--- src/rtl/seq_det_pkg.sv ---
// Shared types and helpers for the serial pattern detector.
package seq_det_pkg;

  typedef enum logic [0:0] {
    MOORE = 1'b0,
    MEALY = 1'b1
  } mode_t;

  localparam int unsigned MAX_W = 16;

  // Out-of-range lengths (0 or above the history width) fall back to the full width.
  function automatic int unsigned len_clamp(input int unsigned len, input int unsigned w);
    int unsigned r;
    if ((len < 32'd1) || (len > w)) begin
      r = w;
    end else begin
      r = len;
    end
    return r;
  endfunction

  // Mask with the low 'len' bits set; callers cast it down to their width.
  function automatic logic [MAX_W-1:0] make_mask(input int unsigned len);
    logic [MAX_W-1:0] m;
    m = {MAX_W{1'b0}};
    for (int unsigned i = 0; i < MAX_W; i++) begin
      m[i] = (i < len);
    end
    return m;
  endfunction

endpackage

--- src/rtl/seq_det_match.sv ---
// Masked comparator: the candidate history matches when enough bits are
// present and the low 'len' bits equal the pattern.
module seq_det_match
  import seq_det_pkg::*;
#(
  parameter int W  = 8,
  parameter int LW = $clog2(W + 1)
) (
  input  logic [W-1:0]  nhist,
  input  logic [W-1:0]  pat,
  input  logic [LW-1:0] len,
  input  logic [LW-1:0] nfill,
  output logic          eq
);

  logic [W-1:0] mask_s;

  // Build the length mask and compare the masked history against the pattern.
  always_comb begin
    mask_s = W'(make_mask(32'(len)));
    eq     = (nfill >= len) && ((nhist & mask_s) == (pat & mask_s));
  end

endmodule

--- src/rtl/seq_detector.sv ---
// Parametrised serial bit-pattern detector with Moore/Mealy match pulse,
// optional overlap and a saturating match counter.
module seq_detector
  import seq_det_pkg::*;
#(
  parameter int           W       = 8,
  parameter mode_t        MODE    = MOORE,
  parameter bit           OVERLAP = 1'b1,
  parameter int           CW      = 8,
  parameter logic [W-1:0] PAT_RST = W'(3'b101),
  parameter int           LEN_RST = 3
) (
  input  logic                     CLK,
  input  logic                     Rst,
  input  logic                     b,
  input  logic                     b_valid,
  input  logic                     pat_load,
  input  logic [W-1:0]             pat_in,
  input  logic [$clog2(W+1)-1:0]   len_in,
  input  logic                     cnt_clr,
  output logic                     x,
  output logic [CW-1:0]            match_cnt,
  output logic                     armed
);

  localparam int LW = $clog2(W + 1);

  logic [W-1:0]  hist_r;
  logic [LW-1:0] fill_r;
  logic [W-1:0]  pat_r;
  logic [LW-1:0] len_r;
  logic          x_q_r;
  logic [CW-1:0] cnt_r;
  logic          armed_r;

  logic          accept_s;
  logic [W-1:0]  nhist_s;
  logic [LW-1:0] nfill_s;
  logic          eq_s;
  logic          hit_s;
  logic [W-1:0]  hist_nx_s;
  logic [LW-1:0] fill_nx_s;
  logic [W-1:0]  pat_nx_s;
  logic [LW-1:0] len_nx_s;

  // Candidate history/fill if the presented bit were accepted; a load drops the bit.
  always_comb begin
    accept_s = b_valid & ~pat_load;
    nhist_s  = {hist_r[W-2:0], b};
    if (fill_r == LW'(W)) begin
      nfill_s = fill_r;
    end else begin
      nfill_s = fill_r + LW'(1'b1);
    end
  end

  seq_det_match #(
    .W  (W),
    .LW (LW)
  ) u_match (
    .nhist (nhist_s),
    .pat   (pat_r),
    .len   (len_r),
    .nfill (nfill_s),
    .eq    (eq_s)
  );

  // Hit is gated by reset so a Mealy pulse can never appear while Rst is high.
  always_comb begin
    hit_s = accept_s & eq_s & ~Rst;
  end

  // Next-state selection: load has priority, then accepted bits, otherwise hold.
  always_comb begin
    hist_nx_s = hist_r;
    fill_nx_s = fill_r;
    pat_nx_s  = pat_r;
    len_nx_s  = len_r;
    if (pat_load) begin
      pat_nx_s  = pat_in;
      len_nx_s  = LW'(len_clamp(32'(len_in), 32'(W)));
      hist_nx_s = {W{1'b0}};
      fill_nx_s = {LW{1'b0}};
    end else if (accept_s) begin
      hist_nx_s = nhist_s;
      if (hit_s && !OVERLAP) begin
        fill_nx_s = {LW{1'b0}};
      end else begin
        fill_nx_s = nfill_s;
      end
    end else begin
      hist_nx_s = hist_r;
      fill_nx_s = fill_r;
    end
  end

  // State, registered match pulse, armed flag and saturating counter.
  always_ff @(posedge CLK) begin
    if (Rst) begin
      hist_r  <= {W{1'b0}};
      fill_r  <= {LW{1'b0}};
      pat_r   <= PAT_RST;
      len_r   <= LW'(len_clamp(32'(LEN_RST), 32'(W)));
      x_q_r   <= 1'b0;
      cnt_r   <= {CW{1'b0}};
      armed_r <= 1'b0;
    end else begin
      hist_r  <= hist_nx_s;
      fill_r  <= fill_nx_s;
      pat_r   <= pat_nx_s;
      len_r   <= len_nx_s;
      x_q_r   <= hit_s;
      armed_r <= (fill_nx_s >= len_nx_s);
      if (cnt_clr) begin
        cnt_r <= {CW{1'b0}};
      end else if (hit_s && (cnt_r != {CW{1'b1}})) begin
        cnt_r <= cnt_r + CW'(1'b1);
      end else begin
        cnt_r <= cnt_r;
      end
    end
  end

  // Output timing selection: registered pulse or same-cycle hit.
  always_comb begin
    if (MODE == MEALY) begin
      x = hit_s;
    end else begin
      x = x_q_r;
    end
  end

  assign match_cnt = cnt_r;
  assign armed     = armed_r;

endmodule

--- config.mk ---
export PLATFORM = sky130hd
export DESIGN_NAME = seq_detector
export DESIGN_NICKNAME = d
export VERILOG_FILES = /design/src/rtl/seq_det_pkg.sv /design/src/rtl/seq_det_match.sv /design/src/rtl/seq_detector.sv
export SDC_FILE = /design/constraint.sdc
export NUM_CORES = 1
export LEC_CHECK = 0
export CAP_MARGIN = 20
export CORE_MARGIN = 1
export CORE_UTILIZATION = 40
export CTS_BUF_LIST = sky130_fd_sc_hd__clkbuf_4 sky130_fd_sc_hd__clkbuf_8
export CTS_CLUSTER_SIZE = 40
export DETAILED_ROUTE_END_ITERATION = 10
export PLACE_DENSITY_LB_ADDON = 0.1
export SYNTH_ARGS = -nofsm -noshare
export SYNTH_HDL_FRONTEND = slang
export SYNTH_SLANG_ARGS = --single-unit
--- constraint.sdc ---
create_clock -name CLK -period 4.4 [get_ports CLK]
set_input_delay 1.1 -clock CLK [delete_from_list [all_inputs] [get_ports CLK]]
set_output_delay 1.1 -clock CLK [all_outputs]
set_load 0.01 [all_outputs]
==> metrics.md, run 1 <==
| Metric | Value |
|---|---|
| Outcome | `completed` |
| Root buffer cell | `clkbuf_8` |
| Worst setup path class | `input pin to flop` |
| DRT iter0 DRCs | `77` |
| Placed Instances | `260` |
| Die height | `68.27 um` |
| Vias in the first global route | `1,333` |
| Initial Utilization | `0.4269` |
| Unique masters post-synth | `42` |
| Setup Fix Bufs, Post-CTS | `0` |
| Setup crit end kind | `flop` |
| Hold crit path type | `flop to flop` |
| Synth area leaders | `dfxtp_1 38%, mux2i_1 8.0%, ha_1 7.8%` |
| CP peak stage delay | `0.90 ns` |
| Die Wd | `68.27 um` |
| VDD IR-drop max | `0.1397 mV` |
| Clock skew | `0.01025 ns` |
| Post-cts sizing count | `0` |
| Slew HR | `0.5470` |
| Worst EP arrival | `3.61 ns` |
| Finished Cell Area | `2188 um2` |
| Largest net degree at the start of global routing | `21` |
| Fin nets | `246` |
| Initial antenna violation count | `0` |
| IO Pins | `28` |
| Syn. warnings | `0` |
| DR vias | `1,408` |
| WHS | `0.5219 ns` |
| Pwr/cell area | `321.2 nW/um2` |
| Area leader, netlist | `dfxtp_1` |
| Share of async-settable or async-resettable flops after synthesis | `0` |
| Most common cell in the netlist | `dfxtp_1` |
| Crit path max-delay cell type | `clkdlybuf4s50_1` |
| Clk_lat worst skew | `0.29 ns` |
| Cts bufs inserted | `5` |
| EDFF count, synth | `0` |
| Synth-to-layout area growth | `24.57%` |
| Post-layout min period | `3.382 ns` |
| Syn_area_per_cell | `9.246 um2` |
| TNS Setup | `0 ns` |
| FMAX | `295.6 MHz` |
| Buf/Inv on CP | `1` |
| Slew @ Worst Pin | `0.6774 ns` |
| CTS clock-pin slew for the worst setup and hold paths | `0.07 ns` |
| Layout Cells excl Fill | `268` |
| Fillers | `387` |
| Clock Sink Count | `33` |
| Slew Viols, Final | `0` |
| Leakage power | `0.8425 nW` |
| Placed inst area | `2068 um2` |
| Die area | `4661 um2` |
| Core area | `4115 um2` |
| H-tree depth | `2` |
| Number of buffers on the longest clock path | `2` |
| Final count of hold timing violations | `0` |
| Crit-path max FO | `13` |
| Antenna Violating Nets Remaining | `0` |
| Via/cell ratio | `5.254` |
| Routability congestion estimate | `0.7917` |
| DRT Pass-1 Iters | `4` |
| Seq. cell area | `660.6 um2` |
| First-pass GRT wire length | `6051 um` |
| CP delay by family, top | `buffers and inverters` |
| Share of layout cells above drive strength 1 | `0.09633` |
| RSZ-0062 raised after global routing | `no` |
| CTS tree | `done` |
| Crit start category | `input pin` |
| Syn Nets | `219` |
| IO Port Bufs | `27` |
| Final period util | `0.7687` |
| Residual DRC count | `0` |
| Yosys top cell area share | `0.3761` |
| Commonest cells in the netlist | `33 x dfxtp_1, 24 x nor2_1, 14 x mux2i_1` |
| Gr ovfl total | `0` |
| Critical-path cell list | `clkdlybuf4s50_1, nor3b_2, o221ai_2, a2111oi_4, nand3_4, or3_1, a21oi_1` |
| CTS Hold Bufs | `0` |
| Post-synthesis register bit count | `33` |
| Setup violators final | `0` |
| Hpwl dp | `2679 um` |
| Reg-to-reg slack, setup | `1.51 ns` |
| CP Data Required Time | `4.63 ns` |
| Multi-input logic area | `1030 um2` |
| Row Count | `23` |
| Top FF cell, synth | `dfxtp_1` |
| GRT Total Usage | `0.1822` |
| Antenna cells | `0` |
| Seq/Total Area, Yosys | `0.3761` |
| Mapped Area | `1757 um2` |
| Max cap viols | `0` |
| Cells after Synth | `190` |
| WL/cell | `13.62 um` |
| Final Routed Wirelength | `3651 um` |
-- power by group --
| group | leakage (nW) | total (mW) | internal, mW | switching [mW] |
|---|---|---|---|---|
| clock | 0.0619 | 0.299 | 0.191 | 0.109 |
| sequential | 0.269 | 0.319 | 0.308 | 0.0109 |
| combinational | 0.512 | 0.0847 | 0.0453 | 0.0394 |
| total | 0.843 | 0.703 | 0.544 | 0.159 |
-- cell usage in the layout (no fill, tap or decap), drive strengths merged, types with 5 or more instances in the layout --
cell type,count
mux2i,14
nand2,7
clkdlybuf4s50,27
clkbuf,7
xnor2,11
ha,11
inv,8
nor2,24
o21ai,8
dfxtp,33
a21oi,8
nand3,5
-- kinds of logic (layout without fill, tap and decap cells) --
family | after synthesis | count (layout) | share of synthesized area
compound gates | 33 | 33 | 0.1432
simple gates | 67 | 67 | 0.2087
fa+ha+maj | 11 | 11 | 0.07835
flops | 33 | 33 | 0.3761
buf+inv | 17 | 45 | 0.03775
xor+xnor | 14 | 14 | 0.06980
mux | 15 | 15 | 0.08618
-- worst min-delay path: cells and delay by family, from the launching register on --
kind           cells  cell delay (ns)
AO/OA/AOI/OAI      2             0.14
flip-flops         1             0.34
-- registers in the layout (all words and copies together), names as in the netlist --
name and flops:
armed 1, fill_r 4, hist_r 7, len_r 4, match_cnt 8, pat_r 8, x 1
-- final timing paths --
kind                              startpoint            to  cells past startpoint
worst max-delay path                 b_valid  match_cnt[6]                      7
worst min-delay path            match_cnt[7]  match_cnt[7]                      2
worst max register to register     fill_r[0]  match_cnt[4]                     12
worst min register to register  match_cnt[7]  match_cnt[7]                      2
-- per-stage QoR --
stage | total power, mW | setup slack (ns) | utilization
after global placement | 0.4081 | 0.8360 | 0.5026
final | 0.7030 | 1.018 | 0.5318
after floorplan | 0.3790 | 1.672 | -
after CTS | 0.7121 | 1.050 | 0.5318
after global routing | 0.7409 | 0.8973 | 0.5318
after detailed placement | 0.4104 | 0.7621 | 0.5026
-- area by class of cell --
type / count / area share
multi-input cells: 140 / 0.4706
inverters: 8 / 0.01372
flip-flops and latches: 33 / 0.3019
repair buffers: 29 / 0.1304
clock buffers: 7 / 0.04117
clock inverters: 1 / 0.01372
well taps: 50 / 0.02859
-- layer usage --
layer / share of wire / wire [um] / global-route usage
met1: 0.47 / 1730 / 0.2139
met2: 0.47 / 1724 / 0.3039
met3: 0.036 / 132 / 0.05500
met4: 0.017 / 63 / 0.07813
met5: 0 / 0 / 0
(Power assumes the default switching activity.)
==> inputs of run 2 (changes only) <==
==> constraint.sdc (replaced) <==
create_clock -name CLK -period 3.2 [get_ports CLK]
set_input_delay 0.8 -clock CLK [delete_from_list [all_inputs] [get_ports CLK]]
set_output_delay 0.8 -clock CLK [all_outputs]
set_load 0.01 [all_outputs]
==> metrics.md, run 2 (same netlist as run 1, synthesis figures left out) <==
| Metric | Value |
|---|---|
| Outcome | `completed (unchanged)` |
| Die height | `68.27 um (unchanged)` |
| First-pass GRT wire length | `5885 um (was 6051 um)` |
| CTS tree | `done (unchanged)` |
| Share of layout cells above drive strength 1 | `0.1045 (was 0.09633)` |
| Via/cell ratio | `5.215 (was 5.254)` |
| Hpwl dp | `2741 um (was 2679 um)` |
| Commonest non-fill, non-tap cell in the layout | `dfxtp_1 (unchanged)` |
| Number of buffers on the longest clock path | `2 (unchanged)` |
| Reg-to-Reg Start | `fill_r[0] (unchanged)` |
| Hold depth | `2 (unchanged)` |
| Comb power frac | `0.136 (was 0.120)` |
| Post-cts sizing count | `0 (unchanged)` |
| Final Routed Wirelength | `3590 um (was 3651 um)` |
| Worst EP arrival | `3.11 ns (was 3.61 ns)` |
| Finished Cell Area | `2170 um2 (was 2188 um2)` |
| DRT iter0 DRCs | `53 (was 77)` |
| CP Data Required Time | `3.43 ns (was 4.63 ns)` |
| Crit-path max FO | `5 (was 13)` |
| Commonest non-fill, non-tap cells in the layout | `33 x dfxtp_1, 27 x clkdlybuf4s50_1, 24 x nor2_1 (unchanged)` |
| RSZ-0062 raised after global routing | `no (unchanged)` |
| Root buffer cell | `clkbuf_8 (unchanged)` |
| CTS Hold Bufs | `0 (unchanged)` |
| Worst Min Path Start | `match_cnt[7] (unchanged)` |
| Initial antenna violation count | `0 (unchanged)` |
| Slew Viols, Final | `0 (unchanged)` |
| Reg-to-reg slack, setup | `0.32 ns (was 1.51 ns)` |
| DR vias | `1,408 (unchanged)` |
| Antenna Violating Nets Remaining | `0 (unchanged)` |
| Die area | `4661 um2 (unchanged)` |
| VDD IR-drop max | `0.2620 mV (was 0.1397 mV)` |
| IO Pins | `28 (unchanged)` |
| Global route hottest layer | `met2 (unchanged)` |
| Met3 usage | `0.04000 (was 0.05500)` |
| Gr ovfl total | `0 (unchanged)` |
| Internal power | `646.3 uW (was 544.0 uW)` |
| Largest net degree at the start of global routing | `20 (was 21)` |
| Final count of hold timing violations | `0 (unchanged)` |
| Met1 Use GR | `0.2072 (was 0.2139)` |
| IO Port Bufs | `27 (unchanged)` |
| Row Count | `23 (unchanged)` |
| FMAX | `346.6 MHz` |
| Die Wd | `68.27 um (unchanged)` |
| Clock Sink Count | `33 (unchanged)` |
| Leakage power | `0.8386 nW (was 0.8425 nW)` |
| R2R depth | `12 (unchanged)` |
| Met2 Track Usage GR | `0.2892 (was 0.3039)` |
| H-tree depth | `2 (unchanged)` |
| Clock skew | `0.01163 ns (was 0.01025 ns)` |
| Vias in the first global route | `1,331 (was 1,333)` |
| WL/cell | `13.30 um (was 13.62 um)` |
| Synth-to-layout area growth | `23.50% (was 24.57%)` |
| Initial Utilization | `0.4269 (unchanged)` |
| Post-layout min period | `2.885 ns` |
| Antenna cells | `0 (unchanged)` |
| Slew HR | `0.5414 (was 0.5470)` |
| DRT Pass-1 Iters | `4 (unchanged)` |
| Slew @ Worst Pin | `0.6862 ns (was 0.6774 ns)` |
| TNS Setup | `0 ns (unchanged)` |
| GRT Total Usage | `0.1747 (was 0.1822)` |
| R2r endpoint | `match_cnt[4] (unchanged)` |
| Setup violators final | `0 (unchanged)` |
| Pwr/cell area | `400.4 nW/um2 (was 321.2 nW/um2)` |
| Final period util | `0.9016` |
| Fillers | `390 (was 387)` |
| Setup Fix Bufs, Post-CTS | `0 (unchanged)` |
| Clk_lat worst skew | `0.29 ns (about the same)` |
| Switch Pwr | `222.4 uW (was 159.0 uW)` |
| Placed inst area | `2083 um2 (was 2068 um2)` |
| Worst setup path class | `flop to flop (was input pin to flop)` |
| CTS clock-pin slew for the worst setup and hold paths | `0.07 ns (about the same)` |
| Min-Delay Endpoint | `match_cnt[7] (unchanged)` |
| Hold crit path type | `flop to flop (unchanged)` |
| Fin nets | `248 (was 246)` |
| Max cap viols | `0 (unchanged)` |
| Crit start category | `flop (was input pin)` |
| Cts bufs inserted | `5 (unchanged)` |
| Core area | `4115 um2 (unchanged)` |
| Seq pwr share | `0.504 (was 0.454)` |
| Net Sw Frac | `0.2560 (was 0.2261)` |
| Routability congestion estimate | `0.8165 (was 0.7917)` |
| Setup crit end kind | `flop (unchanged)` |
| Residual DRC count | `0 (unchanged)` |
| Clock power share | `0.359 (was 0.426)` |
run 2: cell type report:
type	instances	area, um2	share of cell area
tap	50	62.56	0.02884
inverter	8	30.03	0.01384
clock inverter	2	10.01	0.004614
sequential	33	660.6	0.3045
multi-input combinational	140	1030	0.4746
clock buffer	6	76.32	0.03518
timing repair buffer	31	300.3	0.1384
run 2: routing by layer:
layer  vias up  wire length [um]
met1       658              1717
met4         0                70
met2        20              1710
li1        723                 -
met3         7                91
met5         -                 0
run 2: power groups by stage:
stage	clock (mW)	sequential [mW]	combinational, mW
finish	0.312	0.438	0.118
global route	0.339	0.440	0.131
CTS	0.318	0.438	0.120
detailed placement	0	0.447	0.119
global placement	0	0.447	0.116
floorplan	0	0.443	0.0786
run 2: how the worst max path moves through the flow:
| stage | startpoint | end | slack, ns | cells past startpoint |
|---|---|---|---|---|
| after CTS | fill_r[0] | match_cnt[4] | 0.31 | 12 |
| after global placement | b_valid | match_cnt[3] | 0.26 | 7 |
| after detailed placement | b_valid | match_cnt[6] | 0.22 | 7 |
| after global routing | fill_r[0] | match_cnt[4] | 0.10 | 12 |
| final | fill_r[0] | match_cnt[4] | 0.32 | 12 |
| after floorplan | fill_r[0] | match_cnt[4] | 0.56 | 13 |
run 2: through the flow:
| step | total power [mW] | instances | hold slack (ns) | setup WS, ns | utilization |
|---|---|---|---|---|---|
| finish | 0.8687 | 270 | 0.5056 | 0.3150 | 0.5272 |
| global route | 0.9101 | 270 | 0.5303 | 0.1014 | 0.5272 |
| CTS | 0.8752 | 270 | 0.5129 | 0.3118 | 0.5272 |
| detailed placement | 0.5662 | 262 | 0.5011 | 0.2234 | 0.5062 |
| global placement | 0.5633 | 262 | 0.4908 | 0.2639 | 0.5062 |
| floorplan | 0.5211 | 190 | 0.4807 | 0.5559 | - |
run 2: critical path, stage by stage (launching register included):
cell	delay (ns)
dfxtp_1	0.42
inv_1	0.10
ha_1	0.20
nand2_1	0.10
nor2_1	0.06
xnor2_1	0.15
ha_1	0.24
nand2b_1	0.13
a2111oi_1	0.67
a2111oi_4	0.11
and3_1	0.29
a31o_1	0.24
a21oi_1	0.11
